$ cat src/rtl/bsg_manycore_npa_req_launcher.sv
// Remote-request launcher: buffers translated requests in a 2-entry FIFO toward the
// network link, gated by an outstanding-credit count, and drops invalid-address requests.
module bsg_manycore_npa_req_launcher #(
    parameter int x_cord_width_p    = 7,
    parameter int y_cord_width_p    = 7,
    parameter int addr_width_p      = 28,
    parameter int data_width_p      = 32,
    parameter int max_out_credits_p = 16,
    localparam int credit_width_lp  = $clog2(max_out_credits_p + 1)
) (
    input  logic                        clk_i,
    input  logic                        reset_i,

    input  logic                        v_i,
    output logic                        ready_o,
    input  logic [x_cord_width_p-1:0]   x_cord_i,
    input  logic [y_cord_width_p-1:0]   y_cord_i,
    input  logic [addr_width_p-1:0]     epa_i,
    input  logic                        is_invalid_addr_i,
    input  logic [data_width_p-1:0]     data_i,
    input  logic [data_width_p/8-1:0]   mask_i,
    input  logic [1:0]                  op_i,
    input  logic [4:0]                  reg_id_i,

    output logic                        link_v_o,
    input  logic                        link_ready_i,
    output logic [x_cord_width_p-1:0]   link_x_o,
    output logic [y_cord_width_p-1:0]   link_y_o,
    output logic [addr_width_p-1:0]     link_epa_o,
    output logic [data_width_p-1:0]     link_data_o,
    output logic [data_width_p/8-1:0]   link_mask_o,
    output logic [1:0]                  link_op_o,
    output logic [4:0]                  link_reg_id_o,

    input  logic                        credit_return_i,
    output logic [credit_width_lp-1:0]  out_credits_o,
    output logic                        credits_full_o,

    output logic                        invalid_addr_err_o,
    output logic [1:0]                  err_op_o,
    output logic [4:0]                  err_reg_id_o
);

    localparam logic [credit_width_lp-1:0] max_credits_lp = credit_width_lp'(max_out_credits_p);

    logic [x_cord_width_p-1:0]  x_mem     [2];
    logic [y_cord_width_p-1:0]  y_mem     [2];
    logic [addr_width_p-1:0]    epa_mem   [2];
    logic [data_width_p-1:0]    data_mem  [2];
    logic [data_width_p/8-1:0]  mask_mem  [2];
    logic [1:0]                 op_mem    [2];
    logic [4:0]                 reg_mem   [2];

    logic wr_ptr_r, rd_ptr_r, full_r;
    logic empty;
    logic accept, bad_req, enq, deq;
    logic [credit_width_lp-1:0] credits_r, credits_n;

    assign empty   = (wr_ptr_r == rd_ptr_r) && !full_r;
    assign ready_o = !full_r && (credits_r != '0);

    // op 3 is reserved and handled exactly like a translator invalid-address flag
    assign bad_req = is_invalid_addr_i || (op_i == 2'd3);
    assign accept  = v_i && ready_o;
    assign enq     = accept && !bad_req;
    assign deq     = link_v_o && link_ready_i;

    assign link_v_o      = !empty;
    assign link_x_o      = x_mem[rd_ptr_r];
    assign link_y_o      = y_mem[rd_ptr_r];
    assign link_epa_o    = epa_mem[rd_ptr_r];
    assign link_data_o   = data_mem[rd_ptr_r];
    assign link_mask_o   = mask_mem[rd_ptr_r];
    assign link_op_o     = op_mem[rd_ptr_r];
    assign link_reg_id_o = reg_mem[rd_ptr_r];

    always_ff @(posedge clk_i) begin
        if (enq) begin
            x_mem[wr_ptr_r]    <= x_cord_i;
            y_mem[wr_ptr_r]    <= y_cord_i;
            epa_mem[wr_ptr_r]  <= epa_i;
            data_mem[wr_ptr_r] <= data_i;
            mask_mem[wr_ptr_r] <= mask_i;
            op_mem[wr_ptr_r]   <= op_i;
            reg_mem[wr_ptr_r]  <= reg_id_i;
        end
    end

    always_ff @(posedge clk_i or negedge reset_i) begin
        if (!reset_i) begin
            wr_ptr_r <= 1'b0;
            rd_ptr_r <= 1'b0;
            full_r   <= 1'b0;
        end else begin
            if (enq) wr_ptr_r <= ~wr_ptr_r;
            if (deq) rd_ptr_r <= ~rd_ptr_r;
            if (enq && !deq)
                full_r <= (~wr_ptr_r == rd_ptr_r);
            else if (deq && !enq)
                full_r <= 1'b0;
        end
    end

    // Returns at the maximum saturate rather than wrap
    always_comb begin
        credits_n = credits_r;
        if (enq && !credit_return_i)
            credits_n = credits_r - 1'b1;
        else if (!enq && credit_return_i && (credits_r != max_credits_lp))
            credits_n = credits_r + 1'b1;
    end

    always_ff @(posedge clk_i or negedge reset_i) begin
        if (!reset_i) credits_r <= max_credits_lp;
        else          credits_r <= credits_n;
    end

    assign out_credits_o  = credits_r;
    assign credits_full_o = (credits_r == max_credits_lp);

    always_ff @(posedge clk_i or negedge reset_i) begin
        if (!reset_i) begin
            invalid_addr_err_o <= 1'b0;
            err_op_o           <= '0;
            err_reg_id_o       <= '0;
        end else if (accept && bad_req && !invalid_addr_err_o) begin
            invalid_addr_err_o <= 1'b1;
            err_op_o           <= op_i;
            err_reg_id_o       <= reg_id_i;
        end
    end

    credit_overflow: assert property (@(posedge clk_i) disable iff (!reset_i)
        !(credit_return_i && !enq && credits_full_o));

endmodule

$ cat config.mk
export PLATFORM = sky130hd
export DESIGN_NAME = bsg_manycore_npa_req_launcher
export DESIGN_NICKNAME = d
export VERILOG_FILES = /design/src/rtl/bsg_manycore_npa_req_launcher.sv
export SDC_FILE = /design/constraint.sdc
export NUM_CORES = 1
export LEC_CHECK = 0
export CORE_ASPECT_RATIO = 1.75
export CORE_MARGIN = 2
export CORE_UTILIZATION = 40
export CTS_CLUSTER_SIZE = 25
export DETAILED_ROUTE_END_ITERATION = 12
export GPL_TIMING_DRIVEN = 0
export PLACE_DENSITY = 0.81
export SETUP_SLACK_MARGIN = 0.1
export SYNTH_ARGS = -nofsm -noshare
export SYNTH_HDL_FRONTEND = slang
export SYNTH_SLANG_ARGS = --single-unit
export TNS_END_PERCENT = 1
$ cat constraint.sdc
create_clock -name clk_i -period 7 [get_ports clk_i]
set_input_delay 1.05 -clock clk_i [delete_from_list [all_inputs] [get_ports clk_i]]
set_output_delay 1.05 -clock clk_i [all_outputs]
set_load 0.01 [all_outputs]
# Word level (Yosys, flattened, before mapping)
# Memory sizes are Yosys's and may differ from the RTL's.
# Index checks and enable logic that the tools add are counted.
# classes
eq_ne	5
n_addsub	2
n_bitwise	2
mux	6
reduce_logical	23
# ops
cell	count
$logic_and A1 B1 Y1	12
$mux W5	2
$logic_not A1 Y1	7
$add A5 B1 Y5 const B	1
$eq A5 B5 Y1 const B	1
$ne A5 B5 Y1 const B	1
$reduce_bool A5 Y1	1
$sub A5 B1 Y5 const B	1
$mux W1	4
$reduce_bool A2 Y1	2
$eq A1 B1 Y1	2
$eq A2 B2 Y1 const B	1
$not A1 Y1	2
$logic_or A1 B1 Y1	1
# totals
memories	7
ram_bits	170
out_inout_bits	101
reg_bits	16
# mem_list
memory	depth	word_bits	read_ports	rd_ports_with_merged_regs	wr	line_no	source
data_mem	2	32	1	0	1	49	logic [data_width_p-1:0] data_mem [2];
epa_mem	2	28	1	0	1	48	logic [addr_width_p-1:0] epa_mem [2];
x_mem	2	7	1	0	1	46	logic [x_cord_width_p-1:0] x_mem [2];
y_mem	2	7	1	0	1	47	logic [y_cord_width_p-1:0] y_mem [2];
reg_mem	2	5	1	0	1	52	logic [4:0] reg_mem [2];
mask_mem	2	4	1	0	1	50	logic [data_width_p/8-1:0] mask_mem [2];
+1 memories	-	-	-	-	-	-	

# Logic depth before layout (Yosys ltp)
# Gate-level depths: netlist of run 1.
# depth
word_depth	9
ltp_mapped	10

# Worst setup path before layout of run 1
# No wires, ideal clock.
# synth_path
kind	in2reg
startpoint	input port op_i[0]
endpoint	memory data_mem[0][0] (enable)
stages	3
arrival_ps	7318
path_slack_ps	-951
path_cell_list	a21oi_1 -> nand2_1 -> nor3_1
# synth_between
elab_chain_cells	6
# synth_lines
item	line_no	source
start: declaration	22	input logic [1:0] op_i,
$eq A2 B2 Y1	63	assign bad_req = is_invalid_addr_i || (op_i == 2'd3);
$logic_or A1 B1 Y1	63	
$logic_not A1 Y1	65	assign enq = accept && !bad_req;
$logic_and A1 B1 Y1	65	
$mux W1	78	if (enq) begin
$mux W1 (implied by the code)	82	data_mem[wr_ptr_r] <= data_i;
end: declaration	49	
# No other way between the ends.

# Worst setup path after layout of run 1
# layout_path
startpoint	register rd_ptr_r
endpoint	output port link_epa_o[5]
# layout_between
elab_chain_cells	1
# layout_lines
item	line_no	source
start: declaration	54	logic wr_ptr_r, rd_ptr_r, full_r;
start signal: assignment	96	if (deq) rd_ptr_r <= ~rd_ptr_r;
$mem_v2 Z2 W28	-	
end: declaration	29	output logic [addr_width_p-1:0] link_epa_o,
# No other way between the ends.

==> results by group, run 1 <==
Final layout
  • Area delta synth->final: 41.4%
  • Non-filler cells, final: 798
  • Post-layout nets: 652
  • Layout cells sized above 1: 24.9%
  • Final instance area: 9860 um^2
  • Leading cell types in the layout, fill and taps excluded: clkdlybuf4s50_1, edfxtp_1, mux2_2
  • Antenna diodes: 0
  • Most common cell after layout, fill and taps aside: clkdlybuf4s50_1

Routing
  • Remaining antenna violation count: 0
  • Routed vias/inst: 4.81
  • Detailed Routing Iterations Pass 1: 4
  • Initial detailed-routing violation count: 156
  • Wire per inst: 18.6 um
  • Via Count: 3835
  • Drt drc: 0
  • Routed wire length: 14800 um

Clocking
  • TritonCTS clock tree: built
  • # Post-CTS Setup Buffers: 0
  • CTS Buf Count: 17
  • Clock tree buffer depth: 2
  • Cts repair resizes: 0
  • Worst-Skew Late Latency: 420 ps
  • Clock Tree Root: clkbuf_16
  • CTS Sinks: 186
  • Hold Buf Count CTS: 0
  • H-tree depth: 4
  • Worst-path clk slew: 70 ps

Global routing
  • Vias in the first global route: 4163
  • Pin count of the biggest net entering global routing: 58
  • Initial antenna violation count: 0
  • Total grt overflow: 0
  • GRT Total Usage: 16.0%
  • First-pass GRT wire length: 22300 um

Outcome
  • Status: finished clean

Timing
  • Final Hold Fails: 0
  • Setup TNS: 0 ps
  • Tightest Pin Transition: 893 ps
  • Crit share post-route: 57.8%
  • Endpoints failing setup: 0
  • Final setup margin: 2950 ps
  • Slew HR: 40.3%
  • Crit path time final: 4050 ps
  • Clock skew: 7.31 ps
  • Max-slew violation count: 0
  • Fmax: 247 MHz
  • RSZ-0062 raised after global routing: no

Worst setup path
  • CP endpoint kind: primary output
  • Startpoint types: register
  • Worst R2R Path Depth: 5
  • Crit path required time: 5950 ps
  • CP Class: reg -> out
  • Max FO, Critical Path: 10
  • Worst Path Arrival: 3000 ps
  • Worst R2R Setup Slack: 4540 ps

Power and ir drop
  • P_leak: 3.35 nW
  • Switch share: 27.9%
  • Final Power: 3.55 mW
  • Comb power frac: 34.0%
  • Switch Pwr: 0.988 mW
  • PD cells: 360 nW/um^2
  • Sequential share of power: 40.7%
  • Maximum vdd drop: 219 uV
  • Internal Pwr Total: 2.56 mW
  • Clock network fraction of design power: 25.2%

Floorplan
  • Die Area: 18500 um^2
  • Die Width: 104 um
  • # rows: 63
  • Die H: 179 um
  • Ports: 192
  • Core footprint: 17000 um^2
  • Initial Util: 41.0%

Synthesis
  • Synth Cell Area: 6970 um^2
  • Syn Inst Count: 342
  • Top-area cell type share of the netlist area: 73.2%
  • Syn nets: 436
  • Largest cells by area after synthesis: edfxtp_1, mux2_2, dfrtp_1
  • Post-synthesis sequential area ratio: 79.0%
  • Yosys reg bits: 186
  • Post-synth EDFFs: 170
  • Yosys warnings: 0
  • Top cell type by total area after synthesis: edfxtp_1
  • Synth Area per Inst: 20.4 um^2
  • Top_reg_cell synth: edfxtp_1
  • Synth unique cells: 36
  • Async SR Flop Fraction: 8.60%

Placement
  • Pre-CTS setup slack: 3280 ps
  • Final Wtd Congestion: 0.785
  • Port bufs: 191
  • HPWL after DPL: 10600 um
  • Area after detailed placement: 9310 um^2
  • Cells after DPL: 766

Job
  • Max_cap viols: 0

Min path
  • Worst Hold Class: reg -> reg
  • Hold Path Stages: 1
==> critical path, stage by stage, from the launching register on <==
cell             delay [ps]
dfrtp_1                 330
clkbuf_1                240
clkbuf_1                530
clkbuf_1                550
mux2_2                  420
clkdlybuf4s50_1         510
==> registers in the layout (all words and copies together) (netlist names) <==
signal	flops
data_mem	64
epa_mem	56
x_mem	14
y_mem	14
reg_mem	10
mask_mem	8
err_reg_id_o	5
out_credits_o	5
op_mem	4
err_op_o	2
full_r	1
invalid_addr_err_o	1
rd_ptr_r	1
wr_ptr_r	1
==> path summary, 6_finish.rpt <==
kind / start / end
min in group asynchronous: reset_i / err_reg_id_o[0]
min reg2reg: err_reg_id_o[2] / err_reg_id_o[2]
max in group asynchronous: reset_i / out_credits_o[0]
max reg2reg: out_credits_o[1] / epa_mem[1][5]
min: err_reg_id_o[2] / err_reg_id_o[2]
max: rd_ptr_r / link_epa_o[5]
==> metal layers <==
layer | wire [um] | share of wire (%) | up-vias | global-route usage [%]
li1 | - | - | 1772 | -
met1 | 5270 | 36 | 1897 | 16.2
met2 | 8350 | 56 | 144 | 29.8
met3 | 798 | 5.4 | 22 | 4.73
met4 | 395 | 2.7 | 0 | 7.66
met5 | 0 | 0 | - | 0
==> final cells by class <==
class	instances	area, um^2
Sequential cell	186	5510
Tap cell	227	284
Multi-Input combinational cell	144	1430
Fill cell	1350	7160
Clock inverter	14	124
Buffer	11	43.8
Timing Repair Buffer	197	2040
Inverter	1	3.75
Clock buffer	18	429
==> cell families (layout without fill, tap and decap cells) <==
logic type | count (synthesis) | count (layout) | synth area share [%]
AO/OA/AOI/OAI | 13 | 13 | 1.58
XOR/XNOR | 7 | 7 | 0.879
adder cells (fa/ha/maj) | 3 | 3 | 0.538
buffers and inverters | 12 | 241 | 0.682
flip-flops | 186 | 186 | 79.0
multiplexers | 94 | 94 | 15.3
AND/OR/NAND/NOR | 27 | 27 | 2.08
==> synthesized netlist by cell type (all sizes together), types with 2 or more instances <==
| cell type | instances |
|---|---|
| xnor2 | 2 |
| o21ai | 2 |
| o211a | 2 |
| edfxtp | 170 |
| dfrtp | 15 |
| nor2 | 7 |
| a21oi | 2 |
| nand2 | 9 |
| xor2 | 5 |
| o211ai | 2 |
| mux2 | 94 |
| clkbuf | 10 |
| ha | 3 |
==> power by group through the flow <==
stage / combinational, mW / clock, mW / sequential [mW]
global placement: 1.17 / 0 / 1.48
finish: 1.21 / 0.895 / 1.44
CTS: 1.23 / 0.918 / 1.45
floorplan: 0.589 / 0 / 1.47
detailed placement: 1.22 / 0 / 1.47
global route: 1.29 / 0.961 / 1.46
==> per-stage QoR <==
stage	utilization (%)	hold slack, ps
after CTS	57.9	510
final	57.9	509
after floorplan	-	495
after detailed placement	54.7	498
after global routing	57.9	525
after global placement	53.9	493
(Power assumes the default switching activity.)
==> run 2, diff against run 1 <==
--- a/config.mk
+++ b/config.mk
@@ -11,7 +11,7 @@
 export CTS_CLUSTER_SIZE = 25
 export DETAILED_ROUTE_END_ITERATION = 12
 export GPL_TIMING_DRIVEN = 0
-export PLACE_DENSITY = 0.81
+export PLACE_DENSITY = 0.78
 export SETUP_SLACK_MARGIN = 0.1
 export SYNTH_ARGS = -nofsm -noshare
 export SYNTH_HDL_FRONTEND = slang
==> constraint.sdc (replaced) <==
create_clock -name clk_i -period 4 [get_ports clk_i]
set_input_delay 0.6 -clock clk_i [delete_from_list [all_inputs] [get_ports clk_i]]
set_output_delay 0.6 -clock clk_i [all_outputs]
set_load 0.01 [all_outputs]
==> results by group, run 2 (synthesis gave the netlist of run 1 again) <==
Clocking
  • TritonCTS clock tree: built
  • CTS Buf Count: 17 (unchanged)
  • CTS Sinks: 186 (unchanged)
  • Worst-Skew Late Latency: 420 ps (about the same)
  • Clock tree buffer depth: 2 (unchanged)
  • # Post-CTS Setup Buffers: 0 (unchanged)
  • Cts repair resizes: 0 (unchanged)
  • H-tree depth: 4 (unchanged)
  • Clock Tree Root: clkbuf_16
  • Hold Buf Count CTS: 0 (unchanged)
  • Worst-path clk slew: 70 ps (about the same)

Floorplan
  • # rows: 63 (unchanged)
  • Core footprint: 17000 um^2 (unchanged)
  • Ports: 192 (unchanged)
  • Die H: 179 um (unchanged)
  • Initial Util: 41.0% (unchanged)
  • Die Width: 104 um (unchanged)
  • Die Area: 18500 um^2 (unchanged)

Placement
  • HPWL after DPL: 11000 um (+3.6%)
  • Port bufs: 191 (unchanged)
  • Area after detailed placement: 9340 um^2 (+0.30%)
  • Final Wtd Congestion: 0.843 (+7.3%)

Routing
  • Routed vias/inst: 4.86 (+1.1%)
  • Detailed Routing Iterations Pass 1: 4 (unchanged)
  • Routed wire length: 15300 um (+3.2%)
  • Initial detailed-routing violation count: 123 (-21%)
  • Remaining antenna violation count: 0 (unchanged)
  • Wire per inst: 19.1 um (+3.0%)
  • Drt drc: 0 (unchanged)
  • Via Count: 3881 (+1.2%)

Power and ir drop
  • Switch share: 28.2% (+0.33 points)
  • Internal Pwr Total: 4.54 mW (+77%)
  • Sequential share of power: 40.0% (-0.7 points)
  • Comb power frac: 33.9% (about the same)
  • P_leak: 3.37 nW (+0.58%)
  • Clock network fraction of design power: 26.1% (+0.9 points)
  • Maximum vdd drop: 349 uV (+59%)
  • PD cells: 637 nW/um^2 (+77%)
  • Switch Pwr: 1.78 mW (+80%)

Final layout
  • Fillcell total: 1323 (-2.0%)
  • Max reg flops: 64 (unchanged)
  • Layout cells sized above 1: 25.2% (+0.31 points)
  • Largest regs: data_mem: 64 flops, epa_mem: 56 flops
  • Most common cell after layout, fill and taps aside: clkdlybuf4s50_1
  • Leading cell types in the layout, fill and taps excluded: clkdlybuf4s50_1, edfxtp_1, mux2_2
  • Final instance area: 9920 um^2 (+0.60%)
  • Post-layout nets: 653 (+0.15%)
  • Area delta synth->final: 42.3%
  • Antenna diodes: 0 (unchanged)
  • Largest Register: data_mem

Timing
  • Crit share post-route: 89.8%
  • Final Hold Fails: 0 (unchanged)
  • Hold Worst Slack: 517 ps (+7.85 ps)
  • Max-slew violation count: 0 (unchanged)
  • Slew HR: 48.2% (+7.9 points)
  • Crit path time final: 3590 ps
  • Clock skew: 11.7 ps (+4.39 ps)
  • Endpoints failing setup: 0 (unchanged)
  • Fmax: 278 MHz
  • Tightest Pin Transition: 775 ps (-117 ps)
  • RSZ-0062 raised after global routing: no

Global routing
  • Total grt overflow: 0 (unchanged)
  • Vias in the first global route: 4349 (+4.5%)
  • GRT Total Usage: 16.6% (+0.67 points)
  • First-pass GRT wire length: 23200 um (+4.1%)
  • Initial antenna violation count: 1 (+1)
  • Pin count of the biggest net entering global routing: 50 (-14%)

Worst setup path
  • Worst R2R Path Depth: 5 (unchanged)
  • Max FO, Critical Path: 10 (unchanged)
  • Startpoint types: register
  • Crit path required time: 3400 ps (-2550 ps)
  • R2R Path End: data_mem[1][10]
  • Worst R2R Setup Slack: 1500 ps (-3040 ps)
  • CP Class: reg -> out
  • Worst Path Arrival: 2990 ps (about the same)
  • Reg2Reg Launch Point: out_credits_o[1]
  • CP endpoint kind: primary output

Min path
  • Hold path endpoint: err_reg_id_o[0]
  • Min-delay src: err_reg_id_o[0]
  • Worst Hold Class: reg -> reg
  • Hold Path Stages: 1 (unchanged)

Outcome
  • Status: finished clean

Job
  • Max_cap viols: 0 (unchanged)
-- run 2: cell types whose count changed in the layout (fill, tap and decap cells not counted), sizes merged --
cell	before	now
buf	7	8
clkbuf	28	29
clkinv	8	1
clkinvlp	3	5
inv	3	7
-- run 2: cell type report --
| cell class | count | area (um^2) | area share (%) |
|---|---|---|---|
| plain buffers | 11 | 43.8 | 0.441 |
| well taps | 227 | 284 | 2.86 |
| clock buffers | 19 | 454 | 4.58 |
| flip-flops and latches | 186 | 5510 | 55.5 |
| clock inverters | 13 | 130 | 1.31 |
| repair buffers | 198 | 2070 | 20.8 |
| inverters | 1 | 3.75 | 0.0378 |
| multi-input cells | 144 | 1430 | 14.4 |
-- run 2: per-layer routing --
metal / track usage, % / wire length, um / vias to the layer above
met5: 0 / 12 / -
met4: 8.33 / 333 / 2
met3: 4.73 / 684 / 18
met2: 32.2 / 9030 / 117
met1: 15.8 / 5220 / 1960
li1: - / - / 1784
-- run 2: worst max-delay path, stage by stage, from the launching register on --
cell and delay (ps):
dfrtp_1 320, clkbuf_1 220, clkbuf_1 600, clkbuf_1 520, mux2_2 410, clkdlybuf4s50_1 500
-- run 2: how the worst max path moves through the flow --
stage	from	end	slack [ps]
after floorplan	op_i[0]	data_mem[1][0]	200
after detailed placement	op_i[0]	data_mem[1][26]	720
after global placement	op_i[0]	epa_mem[1][12]	-1460
after global routing	rd_ptr_r	link_epa_o[7]	180
after CTS	rd_ptr_r	link_epa_o[6]	270
final	rd_ptr_r	link_epa_o[6]	410
-- run 2: power groups by stage --
stage | Sequential [mW] | Combinational, mW | Clock, mW
5_1_grt | 2.55 | 2.29 | 1.76
4_1_cts | 2.53 | 2.18 | 1.69
2_1_floorplan | 2.57 | 1.03 | 0
3_5_place_dp | 2.57 | 2.17 | 0
6_report | 2.53 | 2.14 | 1.65
3_3_place_gp | 2.57 | 2.06 | 0
-- run 2: stage by stage --
| stage | power [mW] | utilization [%] | setup TNS [ps] | setup WS [ps] | instances |
|---|---|---|---|---|---|
| after floorplan | 3.61 | - | 0 | 198 | 342 |
| after global routing | 6.60 | 58.3 | 0 | 185 | 799 |
| after detailed placement | 4.73 | 54.9 | 0 | 723 | 767 |
| after global placement | 4.64 | 53.9 | -230210 | -1460 | 760 |
| final | 6.32 | 58.3 | 0 | 409 | 799 |
| after CTS | 6.40 | 58.3 | 0 | 268 | 799 |
==> run 3, diff against run 2 <==
==> constraint.sdc (replaced) <==
create_clock -name clk_i -period 3.7 [get_ports clk_i]
set_input_delay 0.555 -clock clk_i [delete_from_list [all_inputs] [get_ports clk_i]]
set_output_delay 0.555 -clock clk_i [all_outputs]
set_load 0.01 [all_outputs]
==> results by group, run 3 (synthesis gave the netlist of run 1 again) <==
Power and ir drop
  • Internal Pwr Total: 4.91 mW (+8.1%)
  • Switch share: 28.2% (about the same)
  • Maximum vdd drop: 378 uV (+8.3%)
  • Clock network fraction of design power: 26.1% (about the same)
  • Comb power frac: 33.9% (about the same)
  • PD cells: 689 nW/um^2 (+8.1%)
  • Sequential share of power: 40.0% (about the same)
  • P_leak: 3.37 nW (about the same)
  • Switch Pwr: 1.93 mW (+8.1%)

Final layout
  • Post-layout nets: 653 (unchanged)
  • Area delta synth->final: 42.3% (about the same)
  • Final instance area: 9920 um^2 (about the same)
  • Largest regs: data_mem: 64 flops, epa_mem: 56 flops
  • Most common cell after layout, fill and taps aside: clkdlybuf4s50_1
  • Largest Register: data_mem
  • Leading cell types in the layout, fill and taps excluded: clkdlybuf4s50_1, edfxtp_1, mux2_2
  • Antenna diodes: 0 (unchanged)
  • Layout cells sized above 1: 25.3% (+0.17 points)
  • Non-filler cells, final: 799 (unchanged)
  • Fillcell total: 1322 (-0.076%)
  • Max reg flops: 64 (unchanged)

Timing
  • Final Hold Fails: 0 (unchanged)
  • Endpoints failing setup: 0 (unchanged)
  • Tightest Pin Transition: 775 ps (+0.308 ps)
  • Max-slew violation count: 0 (unchanged)
  • Slew HR: 48.1% (about the same)
  • Crit path time final: 3290 ps
  • Hold Worst Slack: 517 ps (+0.0470 ps)
  • Fmax: 304 MHz
  • Crit share post-route: 89.0%
  • Clock skew: 11.1 ps (-0.567 ps)
  • RSZ-0062 raised after global routing: no

Placement
  • Area after detailed placement: 9340 um^2 (unchanged)
  • Final Wtd Congestion: 0.843 (unchanged)
  • HPWL after DPL: 11000 um (unchanged)
  • Cells after DPL: 767 (unchanged)
  • Port bufs: 191 (unchanged)

Floorplan
  • Die Area: 18500 um^2 (unchanged)
  • Die Width: 104 um (unchanged)
  • Core footprint: 17000 um^2 (unchanged)
  • Ports: 192 (unchanged)
  • # rows: 63 (unchanged)
  • Die H: 179 um (unchanged)
  • Initial Util: 41.0% (unchanged)

Min path
  • Hold path endpoint: err_reg_id_o[0]
  • Min-delay src: err_reg_id_o[0]
  • Hold Path Stages: 1 (unchanged)
  • Worst Hold Class: reg -> reg

Worst setup path
  • Worst R2R Setup Slack: 1190 ps (-310 ps)
  • R2R Path End: data_mem[1][10]
  • Startpoint types: register
  • Max FO, Critical Path: 10 (unchanged)
  • Crit path required time: 3140 ps (-260 ps)
  • Worst R2R Path Depth: 5 (unchanged)
  • Worst Path Arrival: 2740 ps (-250 ps)
  • CP endpoint kind: primary output
  • Reg2Reg Launch Point: out_credits_o[1]
  • CP Class: reg -> out

Routing
  • Routed vias/inst: 4.86 (about the same)
  • Remaining antenna violation count: 0 (unchanged)
  • Drt drc: 0 (unchanged)
  • Detailed Routing Iterations Pass 1: 4 (unchanged)
  • Routed wire length: 15300 um (about the same)
  • Initial detailed-routing violation count: 123 (unchanged)
  • Via Count: 3884 (+0.077%)
  • Wire per inst: 19.1 um (about the same)

Clocking
  • H-tree depth: 4 (unchanged)
  • TritonCTS clock tree: built
  • Clock Tree Root: clkbuf_16
  • Worst-Skew Late Latency: 420 ps (about the same)
  • CTS Buf Count: 17 (unchanged)
  • Clock tree buffer depth: 2 (unchanged)
  • Worst-path clk slew: 70 ps (about the same)
  • CTS Sinks: 186 (unchanged)
  • Hold Buf Count CTS: 0 (unchanged)

Job
  • Max_cap viols: 0 (unchanged)

Global routing
  • Pin count of the biggest net entering global routing: 50 (unchanged)
  • Initial antenna violation count: 1 (unchanged)
  • GRT Total Usage: 16.6% (unchanged)
  • Total grt overflow: 0 (unchanged)
  • Vias in the first global route: 4349 (unchanged)
  • First-pass GRT wire length: 23200 um (unchanged)

Outcome
  • Status: finished clean
[run 3: cell counts in the layout (fill, tap and decap cells not counted)]
Identical to the previous run, type by type.
[run 3: critical path, stage by stage (launching register included)]
cell and delay (ps):
dfrtp_1 320, clkbuf_1 220, clkbuf_2 370, clkbuf_1 490, mux2_2 410, clkdlybuf4s50_1 500
[run 3: per-stage QoR]
step | utilization [%] | TNS [ps] | power, mW | setup WS [ps]
floorplan | - | -4840 | 3.90 | -56.9
global placement | 53.9 | -273560 | 5.01 | -1720
detailed placement | 54.9 | 0 | 5.12 | 468
CTS | 58.3 | 0 | 6.92 | 294
global route | 58.3 | 0 | 7.14 | 210
finish | 58.3 | 0 | 6.83 | 406
[run 3: area by class of cell]
type	count	area, um^2	area share [%]
buffer	11	45.0	0.454
clock buffer	19	454	4.58
clock inverter	13	130	1.31
inverter	1	3.75	0.0378
multi-input combinational	144	1430	14.4
sequential	186	5510	55.5
tap	227	284	2.86
timing repair buffer	198	2070	20.8
[run 3: timing repair]
item                                    CTS  global route
endpoints found under the setup margin   27             0
setup buffers                             0             0
gates resized for setup                   1             0
[run 3: how the worst max path moves through the flow]
stage          slack [ps]               to  startpoint
2_1_floorplan         -60   data_mem[1][0]     op_i[0]
3_3_place_gp        -1720   epa_mem[1][12]     op_i[0]
3_5_place_dp          470  data_mem[1][26]     op_i[0]
4_1_cts               290    link_epa_o[6]    rd_ptr_r
5_1_grt               210    link_epa_o[7]    rd_ptr_r
6_report              410    link_epa_o[6]    rd_ptr_r
[run 3: per-layer routing]
| metal | GRT usage, % | vias up | part of all wire (%) |
|---|---|---|---|
| met5 | 0 | - | 0.078 |
| met2 | 32.2 | 124 | 59 |
| li1 | - | 1780 | - |
| met4 | 8.33 | 2 | 2.2 |
| met3 | 4.73 | 18 | 4.6 |
| met1 | 15.8 | 1960 | 34 |
[run 3: power by group through the flow]
| stage | Clock (mW) | Combinational (mW) | Sequential, mW |
|---|---|---|---|
| floorplan | 0 | 1.12 | 2.78 |
| global placement | 0 | 2.23 | 2.78 |
| detailed placement | 0 | 2.34 | 2.78 |
| CTS | 1.83 | 2.36 | 2.73 |
| global route | 1.91 | 2.47 | 2.76 |
| finish | 1.79 | 2.32 | 2.73 |
